**config.mk**
```make
export PLATFORM = sky130hd
export DESIGN_NAME = step_ramp_generator
export DESIGN_NICKNAME = d
export VERILOG_FILES = /design/src/rtl/stepper_pkg.sv /design/src/rtl/step_period_timer.sv /design/src/rtl/step_ramp_generator.sv
export SDC_FILE = /design/constraint.sdc
export NUM_CORES = 1
export LEC_CHECK = 0
export CAP_MARGIN = 10
export CORE_AREA = 4 4 198 200
export CTS_BUF_LIST = sky130_fd_sc_hd__clkbuf_16
export DETAILED_ROUTE_END_ITERATION = 6
export DIE_AREA = 0 0 202 204
export DONT_BUFFER_PORTS = 1
export MAX_ROUTING_LAYER = met4
export PLACE_DENSITY = 0.65
export SKIP_LAST_GASP = 1
export SLEW_MARGIN = 30
export SYNTH_ARGS = -nofsm -noshare
export SYNTH_HDL_FRONTEND = slang
export SYNTH_HIERARCHICAL = 1
export SYNTH_SLANG_ARGS = --single-unit
```
**constraint.sdc**
```tcl
create_clock -name clk -period 8.3 [get_ports clk]
set_input_delay 0 -clock clk [delete_from_list [all_inputs] [get_ports clk]]
set_output_delay 0 -clock clk [all_outputs]
set_load 0.05 [all_outputs]
```
**src/rtl/stepper_pkg.sv**
```systemverilog
// Shared types and default widths for the stepper motion-profile blocks.
package stepper_pkg;

  localparam int STEP_W_DEF   = 16;
  localparam int PERIOD_W_DEF = 24;
  localparam int PULSE_W_DEF  = 2;

  typedef enum logic [1:0] {
    ST_IDLE  = 2'd0,
    ST_SETUP = 2'd1,
    ST_HIGH  = 2'd2,
    ST_LOW   = 2'd3
  } ramp_state_t;

endpackage

```
**src/rtl/step_period_timer.sv**
```systemverilog
// Loadable down-counter pair: one times the whole step period, the other the
// step high phase. Both strobes are levels that hold once the count hits zero.
module step_period_timer
  import stepper_pkg::*;
#(
  parameter int PERIOD_W = PERIOD_W_DEF,
  parameter int PULSE_W  = PULSE_W_DEF
) (
  input  logic                clk,
  input  logic                rst,
  input  logic                load,
  input  logic [PERIOD_W-1:0] load_val,
  output logic                high_end,
  output logic                period_end
);

  localparam int HW = (PULSE_W > 1) ? $clog2(PULSE_W) : 1;

  logic [PERIOD_W-1:0] cnt;
  logic [HW-1:0]       hcnt;

  always_ff @(posedge clk) begin
    if (rst) begin
      cnt  <= '0;
      hcnt <= '0;
    end else if (load) begin
      cnt  <= load_val;
      hcnt <= HW'(PULSE_W - 1);
    end else begin
      if (cnt != '0) cnt <= cnt - PERIOD_W'(1);
      if (hcnt != '0) hcnt <= hcnt - HW'(1);
    end
  end

  assign high_end   = (hcnt == '0);
  assign period_end = (cnt == '0);

endmodule

```
**src/rtl/step_ramp_generator.sv**
```systemverilog
// Move-command front end for the stepper driver: emits a step/dir pulse train
// whose period ramps linearly from a start interval down to cruise and back.
module step_ramp_generator
  import stepper_pkg::*;
#(
  parameter int STEP_W    = STEP_W_DEF,
  parameter int PERIOD_W  = PERIOD_W_DEF,
  parameter int PULSE_W   = PULSE_W_DEF,
  parameter int DIR_SETUP = 4
) (
  input  logic                clk,
  input  logic                rst,
  // Handshake: a command transfers on the rising edge where cmd_valid and
  // cmd_ready are both high; cmd_ready never depends on cmd_valid.
  input  logic                cmd_valid,
  output logic                cmd_ready,
  input  logic [STEP_W-1:0]   cmd_steps,
  input  logic                cmd_dir,
  input  logic [PERIOD_W-1:0] cmd_start_period,
  input  logic [PERIOD_W-1:0] cmd_period,
  input  logic [PERIOD_W-1:0] cmd_accel,
  input  logic                abort,
  output logic                step,
  output logic                dir,
  output logic                busy,
  output logic                done,
  output logic [STEP_W-1:0]   steps_remaining,
  output ramp_state_t         dbg_state
);

  localparam logic [PERIOD_W-1:0] P_MIN      = PERIOD_W'(PULSE_W + 1);
  localparam logic [PERIOD_W-1:0] SETUP_LOAD = PERIOD_W'(DIR_SETUP - 1);

  ramp_state_t         state;
  logic                abort_pend;
  logic [PERIOD_W-1:0] cur, accel_q, p_t_q, p_s_q;
  logic [PERIOD_W-1:0] cmd_p_t, cmd_p_s, cur_next, timer_val, diff, room;
  logic [PERIOD_W:0]   sum_w;
  logic [STEP_W-1:0]   ramp, ramp_next, rem;
  logic                accept, rise, timer_load, high_end, period_end;

  assign cmd_ready = (state == ST_IDLE) && !rst;
  assign accept    = cmd_valid && cmd_ready;
  assign dbg_state = state;

  assign cmd_p_t = (cmd_period > P_MIN) ? cmd_period : P_MIN;
  assign cmd_p_s = (cmd_start_period > cmd_p_t) ? cmd_start_period : cmd_p_t;

  // rise is high when the coming edge issues a step rising edge
  always_comb begin
    rise = 1'b0;
    if (state == ST_SETUP)
      rise = period_end && !abort;
    else if (state == ST_LOW)
      rise = period_end && !abort && !abort_pend && (steps_remaining != '0);
  end

  // A zero-step move loads 0 so the LOW state finishes on the very next edge.
  assign timer_load = accept || rise;
  assign timer_val  = accept ? ((cmd_steps == '0) ? '0 : SETUP_LOAD)
                             : cur - PERIOD_W'(1);

  always_comb begin
    rem       = steps_remaining - STEP_W'(1);
    sum_w     = {1'b0, cur} + {1'b0, accel_q};
    diff      = cur - accel_q;
    room      = cur - p_t_q;
    cur_next  = cur;
    ramp_next = ramp;
    if ((accel_q != '0) && (rem <= ramp) && (ramp != '0)) begin
      cur_next  = (sum_w > {1'b0, p_s_q}) ? p_s_q : sum_w[PERIOD_W-1:0];
      ramp_next = ramp - STEP_W'(1);
    end else if (cur > p_t_q) begin
      cur_next  = (accel_q >= room) ? p_t_q : diff;
      ramp_next = ramp + STEP_W'(1);
    end
  end

  step_period_timer #(
    .PERIOD_W (PERIOD_W),
    .PULSE_W  (PULSE_W)
  ) u_timer (
    .clk        (clk),
    .rst        (rst),
    .load       (timer_load),
    .load_val   (timer_val),
    .high_end   (high_end),
    .period_end (period_end)
  );

  always_ff @(posedge clk) begin
    if (rst) begin
      state           <= ST_IDLE;
      step            <= 1'b0;
      dir             <= 1'b0;
      busy            <= 1'b0;
      done            <= 1'b0;
      steps_remaining <= '0;
      abort_pend      <= 1'b0;
      cur             <= '0;
      ramp            <= '0;
      accel_q         <= '0;
      p_t_q           <= '0;
      p_s_q           <= '0;
    end else begin
      done <= 1'b0;
      case (state)
        ST_IDLE: begin
          if (accept) begin
            dir             <= cmd_dir;
            steps_remaining <= cmd_steps;
            busy            <= 1'b1;
            abort_pend      <= 1'b0;
            accel_q         <= cmd_accel;
            p_t_q           <= cmd_p_t;
            p_s_q           <= cmd_p_s;
            cur             <= (cmd_accel == '0) ? cmd_p_t : cmd_p_s;
            ramp            <= '0;
            state           <= (cmd_steps == '0) ? ST_LOW : ST_SETUP;
          end
        end
        ST_SETUP: begin
          if (abort) begin
            done  <= 1'b1;
            busy  <= 1'b0;
            state <= ST_IDLE;
          end else if (rise) begin
            step            <= 1'b1;
            steps_remaining <= rem;
            cur             <= cur_next;
            ramp            <= ramp_next;
            state           <= ST_HIGH;
          end
        end
        ST_HIGH: begin
          // An abort during the pulse is remembered; the pulse runs to full width.
          abort_pend <= abort_pend || abort;
          if (high_end) begin
            step  <= 1'b0;
            state <= ST_LOW;
          end
        end
        ST_LOW: begin
          if (abort || abort_pend || (period_end && steps_remaining == '0)) begin
            done  <= 1'b1;
            busy  <= 1'b0;
            state <= ST_IDLE;
          end else if (rise) begin
            step            <= 1'b1;
            steps_remaining <= rem;
            cur             <= cur_next;
            ramp            <= ramp_next;
            state           <= ST_HIGH;
          end
        end
        default: state <= ST_IDLE;
      endcase
    end
  end

endmodule

```
Word level (Yosys, flattened, before mapping):

Index checks and enable logic that the tools add are counted.

* register bits after elaboration: 160

* equality and inequality tests: 9
* mux-type cells: 53
* order comparisons: 6
* add/sub/neg operators: 9
* reduce and logical (&&, ||, !) cells: 33

Operators by type and width (number)
* two-way mux 24 bit: 14
* two-way mux 16 bit: 10
* case mux 16 bit (3 select lines): 2
* case mux 24 bit (3 select lines): 1
* > comparator 24 bit: 2
* zero test 24 bit: 2
* nonzero test 24 bit: 2
* subtractor 24 x 1 -> 24 bit, second input constant: 2
* subtractor 24 bit: 2
* zero test 16 bit: 2
* nonzero test 16 bit: 2
* subtractor 16 x 1 -> 16 bit, second input constant: 2
* adder 24 x 24 -> 25 bit: 1
* > comparator 25 x 24 -> 1 bit: 1
* >= comparator 24 bit: 1
* > comparator 24 x 2 -> 1 bit, second input constant: 1
* adder 16 x 1 -> 16 bit, second input constant: 1
* <= comparator 16 bit: 1
* two-way mux 1 bit: 14
* two-way mux 2 bit: 7
* AND reduction 4 bit: 3
* inequality test 2 bit, second input constant: 5
* logical AND 1 bit: 8
* case mux 2 bit (4 select lines): 1
* other kinds (12): 23

Depth between registers and ports, before layout:

* depth in word-level cells: 9
* gate-level depth with buffers: 25
* gate-level depth less buffers: 23

Cells and area by module:

The synthesis kept the hierarchy.

Modules (own cells, without submodules)
* step_ramp_generator: cells an instance 1826, instances 1, area an instance 13900.8 um2, sequential area each 2702.6 um2
* step_period_timer: cells an instance 160, instances 1, area an instance 1352.5 um2, sequential area each 500.5 um2

Least setup slack after synthesis:

OpenSTA, ideal clock, no wires.

* path kind: reg-to-reg
* from: register steps_remaining[4]
* to: register ramp[15]
* buffers on the path: 2
* library setup time: 0.075 ns
* data arrival time: 6.214 ns
* stages on the path, launching flop included: 24
* setup slack: 2.010 ns
* cells stage by stage: dfxtp_1 clkbuf_1 nor4_1 nand2_1 or3_1 or3_1 nor2_1 xor2_1 ha_1 a21o_1 a211oi_1 a31oi_1 nor2_2 clkbuf_1 ha_1 a21o_1 a21o_1 a2111oi_0 o31ai_1 a221oi_1 a21oi_1 xnor2_1 nand3b_1 a31oi_1

* longest elaborated chain between the ends: 8
* elaborated cells on any way between the ends: 18
* classes of those cells: 1 x add/sub; 1 x order compare; 1 x eq/ne; 7 x mux; 8 x reduce/logical

Ends and longest elaborated chain
* from (decl): RTL line step_ramp_generator.sv:27 `output logic [STEP_W-1:0] steps_remaining,`
* from (signal assigned): RTL line step_ramp_generator.sv:111 `steps_remaining <= cmd_steps;`
* from (signal assigned): RTL line step_ramp_generator.sv:129 `steps_remaining <= rem;`
* from (signal assigned): RTL line step_ramp_generator.sv:150 `steps_remaining <= rem;`
* subtractor 16 x 1 -> 16 bit: RTL line step_ramp_generator.sv:64 `rem = steps_remaining - STEP_W'(1);`
* <= comparator 16 bit: RTL line step_ramp_generator.sv:70 `if ((accel_q != '0) && (rem <= ramp) && (ramp != '0)) begin`
* logical AND 1 bit (2 in a row): RTL line step_ramp_generator.sv:70
* two-way mux 16 bit: RTL line step_ramp_generator.sv:70
* two-way mux 16 bit: RTL line step_ramp_generator.sv:127, step_ramp_generator.sv:148
* two-way mux 16 bit (on tied branches): RTL line step_ramp_generator.sv:144, step_ramp_generator.sv:123
* case mux 16 bit (3 select lines): RTL line step_ramp_generator.sv:107 `case (state)`
* to (signal assigned): RTL line step_ramp_generator.sv:131 `ramp <= ramp_next;`
* to (signal assigned): RTL line step_ramp_generator.sv:152 `ramp <= ramp_next;`
* to (decl): RTL line step_ramp_generator.sv:39 `logic [STEP_W-1:0] ramp, ramp_next, rem;`

Several ways; a longest one is shown, not always the timed one. The select of a mux whose other input is x is not followed.
A chain may end at the register's enable or synchronous reset.

Worst setup path in the final report:

* from: register cur[7]
* to: register cur[2]

* longest elaborated chain between the ends: 8
* elaborated cells on any way between the ends: 13
* classes of those cells: 2 x add/sub; 3 x order compare; 8 x mux

Ends and longest elaborated chain
* from (decl): RTL line step_ramp_generator.sv:36 `logic [PERIOD_W-1:0] cur, accel_q, p_t_q, p_s_q;`
* from (signal assigned): RTL line step_ramp_generator.sv:117 `cur <= (cmd_accel == '0) ? cmd_p_t : cmd_p_s;`
* from (signal assigned): RTL line step_ramp_generator.sv:130 `cur <= cur_next;`
* from (signal assigned): RTL line step_ramp_generator.sv:151 `cur <= cur_next;`
* subtractor 24 bit: RTL line step_ramp_generator.sv:67 `room = cur - p_t_q;`
* >= comparator 24 bit: RTL line step_ramp_generator.sv:74 `cur_next = (accel_q >= room) ? p_t_q : diff;`
* two-way mux 24 bit: RTL line step_ramp_generator.sv:74
* two-way mux 24 bit: RTL line step_ramp_generator.sv:73 `end else if (cur > p_t_q) begin`
* two-way mux 24 bit (*): RTL line step_ramp_generator.sv:70
* two-way mux 24 bit (*): RTL line step_ramp_generator.sv:127, step_ramp_generator.sv:148
* two-way mux 24 bit (on tied branches): RTL line step_ramp_generator.sv:144, step_ramp_generator.sv:123
* case mux 24 bit (3 select lines) (*): RTL line step_ramp_generator.sv:107

Every way passes the cells marked *; elsewhere a longest branch is shown, timed or not. The select of a mux whose other input is x is not followed.

==> metrics.csv <==
metric,value,unit
finClkSkew,9.601,ps
fin_crit_sh,76.70,%
clockBufferDepth,2,
cts_setup_buffers,0,
grt_max_degree,136,
clk_pin_slew_worst_paths,70,ps
ys_top_cells_by_area,"dfxtp_1 (21%), ha_1 (15%), nand2_1 (4.8%), a21oi_1 (4.4%), xnor2_1 (4.0%)",
hold_viol_final,0,
seq_area_frac_synth,21.00,%
final_core_util,45.70,%
synthToLayoutAreaGrowth,12.06,%
via_count,15310,
cap_violations,0,
async_flop_share,0,%
r2r-end,cur[2],
dp_cells,2412,
synth_top_area_share,21.00,%
synth_common_cells,"nand2_1 (195), ha_1 (180), dfxtp_1 (160)",
synth_adder_area_share,15.29,%
grt_pass1_wl,85150,um
hold_class,input pin to flop,
core,0.03740,mm^2
rrSetupSlack,1930,ps
routedWlPerCell,21.71,um
synth_nets,2263,
fillers,3736,
antenna_left,0,
via_per_inst,6.034,
setup_ws,1934,ps
report.final.slew_viol_count,0,
min_period,6366,ps
drt_iter0_drc,1853,
required,8600,ps
cts_root_buffer,clkbuf_16,
finalSetupViolCount,0,
yosys.area_share.simple,21.70,%
p_per_area,254.5,mW/mm^2
yosysUniqueCellTypes,93,
total_power,0.004349,W
die_y,204,um
drive_gt1_share,5.525,%
postSynthAreaPerCell,7.680,um^2
cts.sinks,160,
synth-seq-cells,160,
tns,0,ps
yosysTopAreaCell,dfxtp_1,
portBuffers,0,
ctsResizeCount,0,
synth_most_common_cell,nand2_1,
die_area,0.04121,mm^2
irDropWorstVdd,0.1660,mV
htree_levels,4,
grt_use_total,26.75,%
fmax,157.1,MHz
rsz0062_at_grt,false,
synthFlopType,dfxtp_1,
final_cells,2538,
holdPathStages,2,
row_count,71,
antenna_found_initial,0,
antenna_cells,0,
dpl.hpwl,41170,um
synth_cells,1986,
first_global_vias,14430,
crit_arrival,6660,ps
synth_compound_area_share,24.68,%
worstPathMaxFanout,13,
cts_tree,built,
leakagePower,7.132,nW
muxShareOfSynthArea,4.331,%
max_slew.worst_pin.slew,1051,ps
synth_top_family_by_area,compound AO/OA/AOI/OAI gates,
start_util,40.78,%
hold_end,steps_remaining[10],
drt-pass1-iter-count,6,
pre_cts_ws,2208,ps
syn-cell-area,0.01525,mm^2
routed_wl,55110,um
synth-edff-count,0,
synth_warnings,6,
synthXorXnorAreaFrac,6.431,%
max_slew_margin,29.22,%
rr_startpoint,cur[7],
grt-ovfl-total,0,
crit_type,flop to flop,
reg2reg_depth,17,
cp-start-kind,flop,
run_status,completed,
layout.area.seq,0.003204,mm^2
die-width,202,um
layout.nets,2291,
pin_count,116,
min-delay-start,rst,
clock_latency,450,ps
multi_input_area,0.01108,mm^2
end_kind,flop,
ctsHoldBuffers,94,
drc,0,
cts-buffers-inserted,17,
place_congestion,1.047,
==> worst max-delay path, stage by stage, from the launching register on <==
cell and delay, ps:
dfxtp_1 720, ha_1 420, inv_1 120, nand2_1 150, nor4_1 70, a221oi_1 430
o211ai_1 250, o41ai_1 680, xnor2_1 230, ha_1 350, nand4_1 150, nor3_1 440
a21boi_0 390, o21ai_0 360, and2_1 420, and3_1 260, a2111oi_0 680, a211oi_1 80
==> cells by family (layout without fill, tap and decap cells) <==
logic type      Yosys count  after routing
fa+ha+maj               184            184
xor+xnor                112            112
simple gates            670            670
buf+inv                 245            286
mux                      64             64
flops                   160            160
compound gates          551            551
==> where the power goes <==
group | total [W] | internal (W) | switching (W) | leakage (nW)
sequential | 0.00107 | 0.000885 | 0.000182 | 1.31
clock | 0.000800 | 0.000441 | 0.000359 | 0.280
combinational | 0.00248 | 0.00100 | 0.00148 | 5.54
total | 0.00435 | 0.00233 | 0.00202 | 7.13
==> cell type report <==
type / count / share of cell area [%]
clock buffers: 17 / 2.489
clock inverters: 15 / 0.8345
inverters: 150 / 3.294
multi-input cells: 1581 / 64.85
flip-flops and latches: 160 / 18.75
well taps: 511 / 3.741
repair buffers: 104 / 6.046
==> worst max path at each step <==
stage	depth (start not counted)	slack, ps	start	to
after global placement	21	2400	steps_remaining[0]	ramp[15]
after global routing	21	1420	steps_remaining[0]	ramp[15]
after CTS	22	2150	steps_remaining[0]	ramp[14]
after floorplan	23	2010	steps_remaining[4]	ramp[15]
final	17	1930	cur[7]	cur[2]
after detailed placement	22	2210	steps_remaining[0]	ramp[14]
==> stage by stage <==
step | hold slack (ps) | cell area [um^2]
floorplan | 98.95 | 15250
global placement | 85.13 | 15550
detailed placement | 85.69 | 15570
CTS | 3.832 | 17090
global route | 39.96 | 17090
finish | 17.12 | 17090
==> metal layers <==
| metal | up-vias | routed length (um) | GRT usage [%] |
|---|---|---|---|
| li1 | 7276 | - | - |
| met1 | 7273 | 25490 | 37.96 |
| met2 | 678 | 23690 | 39.89 |
| met3 | 87 | 4713 | 4.776 |
| met4 | 0 | 1219 | 5.859 |
| met5 | - | 0 | - |
==> registers in the layout, indices dropped and copies added (netlist names) <==
name and cells:
accel_q 24, cur 24, p_s_q 24, p_t_q 24, u_timer/cnt 24, ramp 16, steps_remaining 16, dbg_state 2
abort_pend 1, busy 1, dir 1, done 1, step 1, u_timer/hcnt 1
==> cell usage in the layout (no fill, tap or decap), types with 6 or more instances in the layout <==
master,netlist,layout
nor3_1,62,61
and3_1,9,9
o21ai_2,10,10
dlygate4sd3_1,0,93
clkbuf_16,0,17
xnor2_1,69,69
o211ai_1,21,21
nor2b_1,20,20
dfxtp_1,160,159
a211oi_1,28,28
o21a_1,26,26
o31a_1,6,6
mux2i_1,48,48
a32oi_1,6,6
and2_1,7,6
nand2_1,195,195
a21oi_1,135,134
nor2_1,139,138
or3_1,50,50
nand3_1,45,45
o21bai_1,7,7
o21ai_0,118,118
a21o_1,28,28
or4_1,6,6
buf_4,3,10
mux2_2,14,14
nand3b_1,8,8
o31ai_1,57,57
or2_2,14,14
nand4_1,28,28
inv_1,148,148
a32o_1,9,9
nand2b_1,20,20
xor2_1,43,43
nor4_1,43,42
a31oi_1,10,10
ha_1,180,180
a222oi_1,6,6
o311ai_0,6,6
(Power assumes the default switching activity.)
